### src/rtl/sccb_pkg.sv
// -----------------------------------------------------------------------------
// sccb_pkg
// Shared definitions for the SCCB read initiator: the transaction state
// enumeration, the slot tick geometry and a helper that maps a bus position
// (state + quarter tick) onto the SIOC / SIOD pin levels.
// -----------------------------------------------------------------------------
package sccb_pkg;

  typedef enum logic [3:0] {
    IDLE,
    START1,
    WR_ID,
    WR_ADDR,
    STOP1,
    GAP,
    START2,
    RD_ID,
    RD_DATA,
    NA,
    STOP2,
    FINISH
  } sccb_state_e;

  localparam int unsigned TICKS_PER_SLOT = 4;
  localparam int unsigned SAMPLE_TICK    = 2;
  localparam int unsigned READ_BIT       = 1;
  localparam int unsigned NUM_SLOTS      = 41;

  localparam logic [1:0] LAST_TICK  = 2'(TICKS_PER_SLOT - 1);
  localparam logic [1:0] SAMPLE_Q   = 2'(SAMPLE_TICK);
  localparam logic [3:0] ACK_BIT    = 4'd8;
  localparam logic [3:0] LAST_DBIT  = 4'd7;

  // Pin levels {sioc, siod_oe} for quarter q of a slot of type st.
  // tx_bit is the data bit for byte slots; 1 releases SIOD.
  function automatic logic [1:0] slot_drive(sccb_state_e st, logic [1:0] q,
                                            logic tx_bit);
    logic [1:0] d;
    d = 2'b10;
    case (st)
      START1, START2: begin
        case (q)
          2'd0:    d = 2'b10;
          2'd3:    d = 2'b01;
          default: d = 2'b11;
        endcase
      end
      WR_ID, WR_ADDR, RD_ID, RD_DATA, NA: d = {q[1], ~tx_bit};
      STOP1, STOP2: begin
        case (q)
          2'd0:    d = 2'b01;
          2'd1:    d = 2'b11;
          default: d = 2'b10;
        endcase
      end
      default: d = 2'b10;
    endcase
    return d;
  endfunction

endpackage

### src/rtl/sccb_tick_gen.sv
// -----------------------------------------------------------------------------
// sccb_tick_gen
// Divides clk by DIV and emits a one-cycle quarter-tick strobe on the last
// cycle of every DIV-cycle period. The counter is held at zero while en is
// low, so the first quarter after en rises lasts exactly DIV cycles.
//   clk  : system clock
//   rst  : asynchronous active-low reset
//   en   : count enable (transaction in progress)
//   tick : quarter-tick strobe
// -----------------------------------------------------------------------------
module sccb_tick_gen #(
  parameter int unsigned DIV = 30
) (
  input  logic clk,
  input  logic rst,
  input  logic en,
  output logic tick
);

  localparam int unsigned     CNT_W   = (DIV > 1) ? $clog2(DIV) : 1;
  localparam logic [CNT_W-1:0] CNT_MAX = CNT_W'(DIV - 1);

  logic [CNT_W-1:0] cnt;

  always_ff @(posedge clk or negedge rst) begin
    if (!rst) begin
      cnt <= '0;
    end else if (!en || cnt == CNT_MAX) begin
      cnt <= '0;
    end else begin
      cnt <= cnt + 1'b1;
    end
  end

  assign tick = en && (cnt == CNT_MAX);

endmodule

### src/rtl/sccb_reader.sv
// -----------------------------------------------------------------------------
// sccb_reader
// SCCB read initiator: START, write ID, sub-address, STOP, gap, START,
// read ID, one data byte, NA, STOP. Each bus slot is four quarter ticks.
//   clk      : system clock
//   rst      : asynchronous active-low reset
//   start    : request a read (honoured only when idle)
//   reg_addr : sub-address, latched with start
//   sioc     : SCCB clock
//   siod_oe  : 1 pulls SIOD low, 0 releases it
//   siod_in  : SIOD pin level
//   busy     : transaction in progress
//   done     : one-cycle end-of-transaction pulse
//   rdata    : last byte read
//   ack_err  : slave failed to acknowledge (only with ACK checking)
// Build option: define SCCB_READER_ACK_CHECK_EN to sample the three ACK slots
// and abort to the current phase's STOP on a NAK.
// -----------------------------------------------------------------------------
module sccb_reader #(
  parameter int unsigned CLK_FREQ  = 12000000,
  parameter int unsigned SCCB_FREQ = 100000,
  parameter logic [7:0]  DEV_ID    = 8'h42
) (
  input  logic       clk,
  input  logic       rst,
  input  logic       start,
  input  logic [7:0] reg_addr,
  output logic       sioc,
  output logic       siod_oe,
  input  logic       siod_in,
  output logic       busy,
  output logic       done,
  output logic [7:0] rdata,
  output logic       ack_err
);

  import sccb_pkg::*;

  localparam int unsigned DIV_CALC = CLK_FREQ / (4 * SCCB_FREQ);
  localparam int unsigned DIV      = (DIV_CALC < 2) ? 2 : DIV_CALC;

  sccb_state_e state, nxt_state;
  logic [1:0]  q, nxt_q;
  logic [3:0]  bitn, nxt_bit;
  logic [7:0]  addr;
  logic [7:0]  shift;
  logic        siod_s1, siod_s2;
  logic        ack_flag;
  logic        tick;
  logic        sample;

  sccb_tick_gen #(.DIV(DIV)) u_tick (
    .clk  (clk),
    .rst  (rst),
    .en   (busy),
    .tick (tick)
  );

  always_ff @(posedge clk or negedge rst) begin
    if (!rst) begin
      siod_s1 <= 1'b1;
      siod_s2 <= 1'b1;
    end else begin
      siod_s1 <= siod_in;
      siod_s2 <= siod_s1;
    end
  end

  assign sample  = tick && (q == SAMPLE_Q);
  assign ack_err = ack_flag;

  // Bit to place on SIOD for a given byte slot; ACK and read slots release.
  function automatic logic tx_bit_of(sccb_state_e st, logic [3:0] b,
                                     logic [7:0] a);
    logic [7:0] byte_v;
    logic       bit_v;
    case (st)
      WR_ID:   byte_v = DEV_ID;
      WR_ADDR: byte_v = a;
      RD_ID:   byte_v = DEV_ID | 8'(READ_BIT);
      default: byte_v = 8'hFF;
    endcase
    bit_v = 1'b1;
    if (b < ACK_BIT) bit_v = byte_v[3'd7 - b[2:0]];
    return bit_v;
  endfunction

  // Bus position after the current clock. ack_flag can only be set when ACK
  // checking is built in, so the abort branches are inert otherwise.
  always_comb begin
    nxt_state = state;
    nxt_q     = q;
    nxt_bit   = bitn;
    if (tick) begin
      nxt_q = q + 2'd1;
      if (q == LAST_TICK) begin
        nxt_bit = '0;
        case (state)
          START1:  nxt_state = WR_ID;
          WR_ID: begin
            if (bitn != ACK_BIT)  nxt_bit   = bitn + 4'd1;
            else if (ack_flag)    nxt_state = STOP1;
            else                  nxt_state = WR_ADDR;
          end
          WR_ADDR: begin
            if (bitn != ACK_BIT)  nxt_bit   = bitn + 4'd1;
            else                  nxt_state = STOP1;
          end
          STOP1:   nxt_state = ack_flag ? FINISH : GAP;
          GAP:     nxt_state = START2;
          START2:  nxt_state = RD_ID;
          RD_ID: begin
            if (bitn != ACK_BIT)  nxt_bit   = bitn + 4'd1;
            else if (ack_flag)    nxt_state = STOP2;
            else                  nxt_state = RD_DATA;
          end
          RD_DATA: begin
            if (bitn != LAST_DBIT) nxt_bit   = bitn + 4'd1;
            else                   nxt_state = NA;
          end
          NA:      nxt_state = STOP2;
          STOP2:   nxt_state = FINISH;
          default: nxt_state = state;
        endcase
      end
    end
  end

  // Pins are registered from the position being entered, so they change on
  // the same edge as the quarter boundary rather than one cycle later.
  always_ff @(posedge clk or negedge rst) begin
    if (!rst) begin
      state    <= IDLE;
      q        <= '0;
      bitn     <= '0;
      addr     <= '0;
      shift    <= '0;
      rdata    <= '0;
      ack_flag <= 1'b0;
      busy     <= 1'b0;
      done     <= 1'b0;
      sioc     <= 1'b1;
      siod_oe  <= 1'b0;
    end else begin
      done <= 1'b0;
      case (state)
        IDLE: begin
          if (start) begin
            addr     <= reg_addr;
            ack_flag <= 1'b0;
            busy     <= 1'b1;
            state    <= START1;
            q        <= '0;
            bitn     <= '0;
            {sioc, siod_oe} <= slot_drive(START1, 2'd0, 1'b1);
          end
        end
        FINISH: state <= IDLE;
        default: begin
          if (sample && state == RD_DATA) shift <= {shift[6:0], siod_s2};
`ifdef SCCB_READER_ACK_CHECK_EN
          if (sample && bitn == ACK_BIT && siod_s2 &&
              (state == WR_ID || state == WR_ADDR || state == RD_ID))
            ack_flag <= 1'b1;
`else
          ack_flag <= 1'b0;
`endif
          state <= nxt_state;
          q     <= nxt_q;
          bitn  <= nxt_bit;
          {sioc, siod_oe} <= slot_drive(nxt_state, nxt_q,
                                        tx_bit_of(nxt_state, nxt_bit, addr));
          if (nxt_state == FINISH) begin
            busy <= 1'b0;
            done <= 1'b1;
            if (!ack_flag) rdata <= shift;
          end
        end
      endcase
    end
  end

endmodule

### config.mk
export PLATFORM = sky130hd
export DESIGN_NAME = sccb_reader
export DESIGN_NICKNAME = d
export VERILOG_FILES = /design/src/rtl/sccb_pkg.sv /design/src/rtl/sccb_tick_gen.sv /design/src/rtl/sccb_reader.sv
export SDC_FILE = /design/constraint.sdc
export NUM_CORES = 1
export LEC_CHECK = 0
export BUFFER_PORTS_ARGS = -buffer_cell sky130_fd_sc_hd__buf_2
export CAP_MARGIN = 20
export CORE_ASPECT_RATIO = 0.5
export CORE_MARGIN = 2
export CORE_UTILIZATION = 45
export CTS_CLUSTER_DIAMETER = 150
export DETAILED_ROUTE_END_ITERATION = 6
export PLACE_DENSITY = 0.68
export SYNTH_ARGS = -nofsm -noshare
export SYNTH_HDL_FRONTEND = slang
export SYNTH_HIERARCHICAL = 1
export SYNTH_SLANG_ARGS = --single-unit
### constraint.sdc
create_clock -name clk -period 7.65 [get_ports clk]
set_input_delay 1.53 -clock clk [delete_from_list [all_inputs] [get_ports clk]]
set_output_delay 1.53 -clock clk [all_outputs]
set_load 0.02 [all_outputs]
Word level (Yosys, flattened, before mapping)
Cells that the tools add are included.

word-level totals
  bits of input ports = 12
  output and inout bits = 13
  logic and storage cells = 112
  flip-flop bits (word level) = 46

operators by class
  reduce and logical (&&, ||, !) cells = 18
  $add $sub $neg = 4
  magnitude comparators = 2
  eq/ne operators = 29
  bitwise gates (word level) = 4
  muxes and demuxes = 41

operators by type and width
  operator                                             number
  two-way mux 4 bit                                    13
  case mux 4 bit (10 select lines)                     1
  equality test 4 bit, second input constant           8
  equality test 4 x 3 -> 1 bit, second input constant  7
  case mux 4 bit (2 select lines)                      3
  case mux 8 bit (3 select lines)                      1
  equality test 4 x 2 -> 1 bit, second input constant  4
  case mux 2 bit (2 select lines)                      3
  equality test 4 x 1 -> 1 bit, second input constant  2
  two-way mux 1 bit                                    8
  two-way mux 8 bit                                    1
  case mux 1 bit (2 select lines)                      4
  equality test 2 bit, second input constant           3
  two-way mux 2 bit                                    3
  case mux 2 bit (3 select lines)                      1
  AND reduction 2 bit                                  3
  AND reduction 3 bit                                  2
  OR reduction 2 bit                                   3
  adder 5 x 1 -> 5 bit, second input constant          1
  equality test 5 bit, second input constant           1
  two-way mux 5 bit                                    1
  OR reduction 5 bit                                   1
  adder 4 x 1 -> 4 bit, second input constant          1
  zero test 4 bit                                      1
  other kinds (17)                                     22

Depth between registers and ports, before layout
Gate-level depths: netlist of run 1.

  depth in word-level cells = 15
  mapped depth = 13
  depth with buffers taken out = 12

By module
The synthesis of run 1 kept the hierarchy.

by module, submodules not included
  module         seq. area each (um^2)  area an instance (um^2)  times used  cells each
  sccb_reader    1,004.7                2,242.2                  1           203
  sccb_tick_gen  125.1                  244.0                    1           23

Worst setup path after synthesis of run 1
No wires, ideal clock.

  kind = in2reg
  from = in start
  to = reg siod_oe
  arrival = 2.593 ns
  data required time = 7.555 ns
  path buffers = 0
  setup slack = 4.961 ns
  stages on the path = 5
  library setup time = 0.095 ns
  path through = or4_1 a21oi_1 a32o_1 a31oi_1 o31ai_1

between the ends
  longest elaborated chain between the ends = 2

RTL lines
  element                               RTL line            RTL
  start: declaration                    sccb_reader.sv:26   input logic start,
  != test 2 bit (no source line)        --
  AND reduction 2 bit (no source line)  --
  end signal: assignment                sccb_reader.sv:155  {sioc, siod_oe} <= slot_drive(START1, 2'd0, 1'b1);
  end signal: assignment                sccb_reader.sv:171  {sioc, siod_oe} <= slot_drive(nxt_state, nxt_q,
  end: declaration                      sccb_reader.sv:29   output logic siod_oe,

No other way between the ends.
A chain may end at the register's enable or synchronous reset.

Final worst setup path of run 1
  from = reg u_tick.cnt[1]
  to = reg siod_oe

between the ends
  longest elaborated chain between the ends = 13
  elaborated cells on any way between the ends = 33
  classes of those cells = 1 x add/sub; 1 x order compare; 12 x eq/ne; 13 x mux; 1 x bitwise; 5 x reduce/logical

RTL lines
  element                                                                              RTL line                           RTL
  start: declaration                                                                   sccb_tick_gen.sv:23                logic [CNT_W-1:0] cnt;
  start signal: assignment                                                             sccb_tick_gen.sv:31                cnt <= cnt + 1'b1;
  equality test 5 bit (*)                                                              sccb_tick_gen.sv:35                assign tick = en && (cnt == CNT_MAX);
  logical AND 1 bit (*)                                                                sccb_tick_gen.sv:35
  net tick                                                                             sccb_reader.sv:49                  logic tick;
  two-way mux 4 bit                                                                    sccb_reader.sv:94                  if (tick) begin
  equality test 4 x 3 -> 1 bit / equality test 4 x 2 -> 1 bit (equally long branches)  sccb_pkg.sv:40, sccb_reader.sv:77
  case mux 8 bit (3 select lines)                                                      sccb_reader.sv:77                  case (st)
  two-way mux 8 bit                                                                    sccb_reader.sv:146                 case (state)
  binary-select mux 1 bit (select 3 bit)                                               sccb_reader.sv:84                  if (b < ACK_BIT) bit_v = byte_v[3'd7 - b[2:0]];
  two-way mux 1 bit (not written as such)                                              sccb_reader.sv:84
  two-way mux 1 bit                                                                    sccb_reader.sv:84
  two-way mux 1 bit                                                                    sccb_reader.sv:146
  inverter 1 bit                                                                       sccb_pkg.sv:48                     WR_ID, WR_ADDR, RD_ID, RD_DATA, NA: d = {q[1], ~tx_bit};
  case mux 2 bit (3 select lines) (*)                                                  sccb_pkg.sv:40                     case (st)
  case mux 1 bit (2 select lines) (*)                                                  sccb_reader.sv:146

Mark *: on every way through the listed nets, which the timed path passes. The rest lies on a longest branch. The select of a mux whose other input is x is not followed.

==> results.py, run 1 <==
metrics = {
    "outcome": {
        "status": "completed",
    },
    "die": {
        "io_pins": 25,
        "die_area_sq_um": 6170,
        "rows": 19,
        "fp.dieW_um": 109,
        "core-area_sq_um": 5400,
        "dieHeight_um": 56.6,
        "start_util_pct": 46.1,
    },
    "worst_setup_path": {
        "critPathArrivalTime_ps": 3270,
        "cpPeakStageDelay_ps": 450,
        "crit_path_start_kind": "flop",
        "r2r_setup_slack_ps": 4570,
        "worstReg2RegStart": "u_tick/cnt[1]",
        "timing.critical_path.slowest_stage_cell": "nor2_1",
        "end_kind": "flop",
        "crit_family": "simple AND/OR/NAND/NOR gates",
        "r2r_end": "siod_oe",
        "setup.worst_path.class": "reg2reg",
        "cp.required_ps": 7840,
        "reg2reg_depth": 11,
        "worstPathCellList": "inv_1 -> ha_1 -> nand4_1 -> nor2_1 -> and2_4 -> a31oi_2 -> or2_1 -> or3_4 -> a211o_1 -> a311oi_1 -> o31ai_1",
        "worst-path-buf-inv": 1,
        "critPathMaxFanout": 8,
    },
    "grt": {
        "track_usage_pct": 17.1,
        "grt_overflow": 0,
        "grt_max_degree": 46,
        "grt_pass1_wl_mm": 8.19,
        "antenna_found_initial": 0,
        "grt_pass1_vias": 1644,
    },
    "routing": {
        "met1_length_mm": 2.32,
        "wl_mm": 4.78,
        "highest_layer": "met4",
        "drtIter0Drc": 63,
        "post-route-drc-count": 0,
        "vias": 1789,
        "dr.pass1.iters": 5,
        "avgViaCountPerCell": 5.57,
        "wl_met2_mm": 2.15,
        "antenna_left": 0,
        "route.met3.wl_um": 242,
        "post_drt_wl_per_cell_um": 14.9,
    },
    "yosys": {
        "seq_area_frac_synth_pct": 45.4,
        "syn_area_sq_um": 2490,
        "yosysTopAreaCell": "dfrtp_1",
        "synth_area_leaders": "dfrtp_1, mux2_2, mux2_4",
        "synth_nets": 244,
        "syn_area_per_cell_sq_um": 11.0,
        "synth_cell_types": 65,
        "netlist_instances": 226,
        "synth_ff_type": "dfrtp_1",
        "synth_top_area_share_pct": 42.3,
        "synth-edff-count": 0,
        "ys_ff_latch": 45,
        "ys_warn_count": 6,
        "async_flop_share_pct": 100,
    },
    "clock_tree": {
        "cts-buffers-inserted": 5,
        "clockBufferDepth": 2,
        "clk_pin_slew_ps": 90,
        "cts.sinks": 45,
        "ctsRootBufferMaster": "clkbuf_8",
        "clk_latency_ps": 300,
        "post_cts_resize_count": 0,
        "post-cts-setup-buffer-count": 0,
        "holdBufCountCts": 0,
        "h-tree-depth": 2,
        "cts_tree": "built",
    },
    "power_and_ir_drop": {
        "switching_power_mw": 0.0916,
        "comb_power_share_pct": 2.3,
        "clkPwrFrac_pct": 37.8,
        "leakage_nw": 1.29,
        "powerDensity_nw_per_um2": 146,
        "switching_share_pct": 23.0,
        "pwr-share-seq_pct": 59.9,
        "p_int_mw": 0.307,
        "ir_drop_uv": 105,
        "power_mw": 0.399,
    },
    "placement": {
        "dp_hpwl_mm": 3.33,
        "pre_cts_ws_ps": 4610,
        "place.gp.congestion": 0.924,
        "portBuffers": 23,
    },
    "timing": {
        "tns_ps": 0,
        "fin_crit_sh_pct": 40.2,
        "slew_viol_final": 0,
        "fin_ws_ps": 4570,
        "timing.fmax_mhz": 325,
        "slew_headroom_pct": 44.0,
        "min_period_ps": 3080,
        "fin_skew_ps": 3.25,
        "finalSetupViolCount": 0,
        "worst_pin_slew_ps": 840,
        "hold_violations": 0,
        "rsz0062_at_grt": "false",
    },
    "worst_hold_path": {
        "min_from": "siod_s1",
        "hold-path-endpoint": "siod_s2",
        "min-delay-path-class": "reg2reg",
        "whs_path_depth": 0,
    },
    "cells_and_area": {
        "area_delta_synth_final_pct": 10.0,
        "fillerInstances": 482,
        "diodes": 0,
        "layout_commonest_cell": "dfrtp_1",
        "final_cell_mix": "dfrtp_1, buf_2, nand2_1",
        "drive_above_1_share_pct": 30.2,
        "nets": 265,
    },
    "flow_run": {
        "cap_violations": 0,
    },
}
## cells in the mapped netlist (4+ instances only)
cell type,n
a21oi_1,9
buf_6,4
dfrtp_1,42
ha_1,6
inv_1,13
mux2_2,16
mux2_4,8
nand2_1,21
nor2_1,11
nor4_1,4
o21ai_0,13
xnor2_1,4
## flip-flops by register name, indices dropped and copies added (netlist names)
name        count
addr            8
rdata           8
shift           8
u_tick/cnt      5
bitn            4
state           4
q               2
busy            1
done            1
sioc            1
siod_oe         1
siod_s1         1
siod_s2         1
## power by group through the flow
stage | logic (mW) | registers, mW | clock network [mW]
finish | 0.00931 | 0.239 | 0.150
global route | 0.0107 | 0.239 | 0.166
CTS | 0.00805 | 0.239 | 0.155
detailed placement | 0.00797 | 0.243 | 0
global placement | 0.00773 | 0.243 | 0
floorplan | 0.000876 | 0.243 | 0
## worst reg2reg max path: cells and delay by family, from the launching register on
kind / cells / cell delay, ps
adder cells (fa/ha/maj): 1 / 150
AND/OR/NAND/NOR: 5 / 1610
flip-flops: 1 / 410
buffers and inverters: 1 / 60
AO/OA/AOI/OAI: 4 / 730
## routing by layer
layer / GRT usage [%] / vias to the layer above
li1: - / 859
met1: 25.4 / 879
met2: 24.9 / 45
met3: 3.25 / 6
met4: 6.04 / 0
met5: 0 / -
## worst max path at each step
stage                             start      end  slack, ps  cells past startpoint
after global routing      u_tick/cnt[1]     sioc       4280                     11
final                     u_tick/cnt[1]  siod_oe       4570                     11
after CTS                 u_tick/cnt[1]  siod_oe       4600                     11
after global placement            start  siod_oe       4620                      6
after detailed placement          start  siod_oe       4610                      6
after floorplan                   start  siod_oe       4960                      5
## layout make-up
cell class | count | area (sq um) | area share [%]
clock buffers | 5 | 68.8 | 2.52
clock inverters | 3 | 21.3 | 0.778
inverters | 13 | 48.8 | 1.78
multi-input cells | 158 | 1230 | 45.1
flip-flops and latches | 45 | 1130 | 41.3
well taps | 73 | 91.3 | 3.34
repair buffers | 24 | 143 | 5.22
## through the flow
step	hold WS [ps]	cell area (sq um)	instances	utilization [%]
floorplan	345	2490	226	-
global placement	346	2620	312	48.5
detailed placement	349	2620	312	48.5
CTS	362	2710	320	50.2
global route	368	2740	321	50.7
finish	361	2740	321	50.7
## cells by family after synthesis
group	after synthesis	synth area share (%)
AND/OR/NAND/NOR	65	15.6
AO/OA/AOI/OAI	56	16.6
flip-flops	45	45.4
multiplexers	25	12.5
buffers and inverters	23	4.98
adder cells (fa/ha/maj)	6	3.02
XOR/XNOR	5	1.76
other	1	0.151
Power figures use the tool's default switching activity.
==> run 2, diff against run 1 <==
Settings changed: ABC_AREA set to 1, PLACE_DENSITY 0.68 to 0.7.
Clock period 7.65 ns to 2.7 ns, I/O delays scaled along.
==> results.py, run 2 <==
metrics = {
    "outcome": {
        "status": "completed",
    },
    "routing": {
        "highest_layer": "met4",
        "avgViaCountPerCell": 5.05,
        "dr.pass1.iters": 4,
        "wl_met2_mm": 2.61,
        "antenna_left": 0,
        "route.met3.wl_um": 171,
        "post-route-drc-count": 0,
        "wl_mm": 5.31,
        "drtIter0Drc": 155,
        "met1_length_mm": 2.42,
        "vias": 2121,
        "post_drt_wl_per_cell_um": 12.6,
    },
    "yosys": {
        "netlist_instances": 310,
        "yosys.cell_count.top_type": "nand2_1",
        "ys_warn_count": 6,
        "synth-edff-count": 0,
        "yosysTopAreaCell": "dfrtp_1",
        "synth_top_area_share_pct": 42.4,
        "synth_ff_type": "dfrtp_1",
        "synth_cell_types": 32,
        "seq_area_frac_synth_pct": 45.6,
        "syn_area_sq_um": 2480,
        "ys_ff_latch": 45,
        "ys_top_cells_by_count": "nand2_1, dfrtp_1, nor2_1",
        "syn_area_per_cell_sq_um": 7.99,
        "synth_area_leaders": "dfrtp_1, nand2_1, nor2_1",
        "synth_nets": 328,
        "async_flop_share_pct": 100,
    },
    "placement": {
        "place.gp.congestion": 0.937,
        "dp_hpwl_mm": 3.85,
        "portBuffers": 23,
        "placedCellCount": 405,
    },
    "die": {
        "rows": 19,
        "core-area_sq_um": 5400,
        "start_util_pct": 45.9,
        "dieHeight_um": 56.5,
        "io_pins": 25,
        "die_area_sq_um": 6150,
        "fp.dieW_um": 109,
    },
    "grt": {
        "antenna_found_initial": 0,
        "grt_max_degree": 46,
        "grt_pass1_wl_mm": 9.08,
        "track_usage_pct": 19.1,
        "grt_pass1_vias": 2018,
        "grt_overflow": 0,
    },
    "clock_tree": {
        "ctsRootBufferMaster": "clkbuf_8",
        "clk_pin_slew_ps": 80,
        "clockBufferDepth": 2,
        "clk_latency_ps": 300,
        "cts_tree": "built",
        "cts-buffers-inserted": 5,
        "h-tree-depth": 2,
        "cts.sinks": 45,
    },
    "cells_and_area": {
        "post-route-util_pct": 53.2,
        "diodes": 0,
        "largest_registers": "addr: 8 flops, rdata: 8 flops, shift: 8 flops",
        "final_cells": 420,
        "area_delta_synth_final_pct": 16.0,
        "nets": 364,
        "layout_commonest_cell": "nand2_1",
        "fillerInstances": 481,
        "drive_above_1_share_pct": 21.9,
        "final_cell_mix": "nand2_1, dfrtp_1, nor2_1",
    },
    "timing": {
        "fin_skew_ps": 4.56,
        "tns_ps": 0,
        "slew_headroom_pct": 62.9,
        "worst_pin_slew_ps": 554,
        "hold_violations": 0,
        "fin_crit_sh_pct": 92.4,
        "finalSetupViolCount": 0,
        "slew_viol_final": 0,
        "timing.fmax_mhz": 401,
        "min_period_ps": 2490,
    },
    "worst_setup_path": {
        "worstPathCellList": "ha_1 -> nand2_1 -> nor3b_2 -> nand2_2 -> inv_4 -> nand3_4 -> nand2_1 -> inv_1 -> nor2_4 -> nand3_4 -> nor2_4 -> mux2_2",
        "end_kind": "flop",
        "r2r_end": "rdata[5]",
        "worstReg2RegStart": "u_tick/cnt[0]",
        "timing.critical_path.slowest_stage_cell": "dfrtp_1",
        "cpPeakStageDelay_ps": 430,
        "cp.required_ps": 2890,
        "r2r_setup_slack_ps": 210,
        "critPathMaxFanout": 10,
        "worst-path-buf-inv": 2,
        "setup.worst_path.class": "reg2reg",
        "crit_family": "simple AND/OR/NAND/NOR gates",
        "reg2reg_depth": 12,
        "crit_path_start_kind": "flop",
        "critPathArrivalTime_ps": 2680,
    },
    "flow_run": {
        "cap_violations": 0,
    },
    "worst_hold_path": {
        "min-delay-path-class": "in2async",
    },
    "power_and_ir_drop": {
        "leakage_nw": 1.55,
        "powerDensity_nw_per_um2": 421,
        "ir_drop_uv": 271,
    },
}
==> run 2: cell count changes in the layout (fill, tap and decap cells not counted), sizes merged, moves of 9 or more <==
cell / change
mux2: -16
nand3: +24
inv: +26
nor2: +36
nand2: +56
buf: +9
==> run 2: power by group <==
group          internal, mW  switching [mW]  leakage (nW)  total, mW
clock network         0.278           0.229        0.0554      0.507
logic               0.00858          0.0169         0.941     0.0255
registers             0.676        0.000450         0.556      0.676
==> run 2: logic make-up after synthesis <==
logic type      after synthesis  synth area share (%)
simple gates                165                  30.8
flops                        45                  45.6
buf+inv                      45                  7.28
compound gates               37                  8.24
mux                           8                  3.79
fa+ha+maj                     6                  3.03
other cells                   1                 0.151
xor+xnor                      3                  1.06
==> run 2: worst reg2reg max path: stages, from the launching register on <==
cell and delay (ps):
dfrtp_1 430, ha_1 180, nand2_1 80, nor3b_2 240
nand2_2 120, inv_4 130, nand3_4 110, nand2_1 120
inv_1 80, nor2_4 190, nand3_4 110, nor2_4 230
mux2_2 370
==> run 2: layout make-up <==
cell class | instances | area (sq um) | share of cell area, %
multi-input cells | 220 | 1180 | 41.1
repair buffers | 33 | 203 | 7.06
inverters | 41 | 156 | 5.45
clock inverters | 2 | 38.8 | 1.35
well taps | 73 | 91.3 | 3.18
flip-flops and latches | 45 | 1130 | 39.3
clock buffers | 6 | 72.6 | 2.53
==> run 2: how the worst max path moves through the flow <==
stage | from | to | slack, ps | cells past startpoint
after floorplan | u_tick/cnt[1] | rdata[3] | 180 | 14
after global placement | u_tick/cnt[1] | rdata[1] | 210 | 13
after detailed placement | u_tick/cnt[1] | rdata[5] | 80 | 13
after CTS | u_tick/cnt[1] | rdata[5] | 40 | 13
after global routing | u_tick/cnt[0] | siod_oe | -2 | 17
final | u_tick/cnt[0] | rdata[5] | 210 | 12
==> run 2: timing repair <==
action / 4_1_cts / 5_1_grt
gates resized for setup: 0 / 5
hold buffers: 0 / 0
buffers inserted: 0 / 6
setup endpoints to repair: 0 / 10
==> run 2: stage by stage <==
step | hold WS, ps | power (mW) | instance area, sq um | setup slack, ps
after global routing | 174 | 1.26 | 2870 | -1.78
after global placement | 347 | 0.712 | 2680 | 208
after CTS | 321 | 1.22 | 2790 | 38.8
after detailed placement | 353 | 0.713 | 2680 | 76.7
final | 158 | 1.21 | 2870 | 206
after floorplan | 244 | 0.692 | 2480 | 176
==> run 2: layer usage <==
metal / GRT usage, % / vias to the layer above
li1: - / 1069
met1: 25.9 / 1005
met2: 30.1 / 36
met3: 3.83 / 11
met4: 8.06 / 0
met5: 0 / -
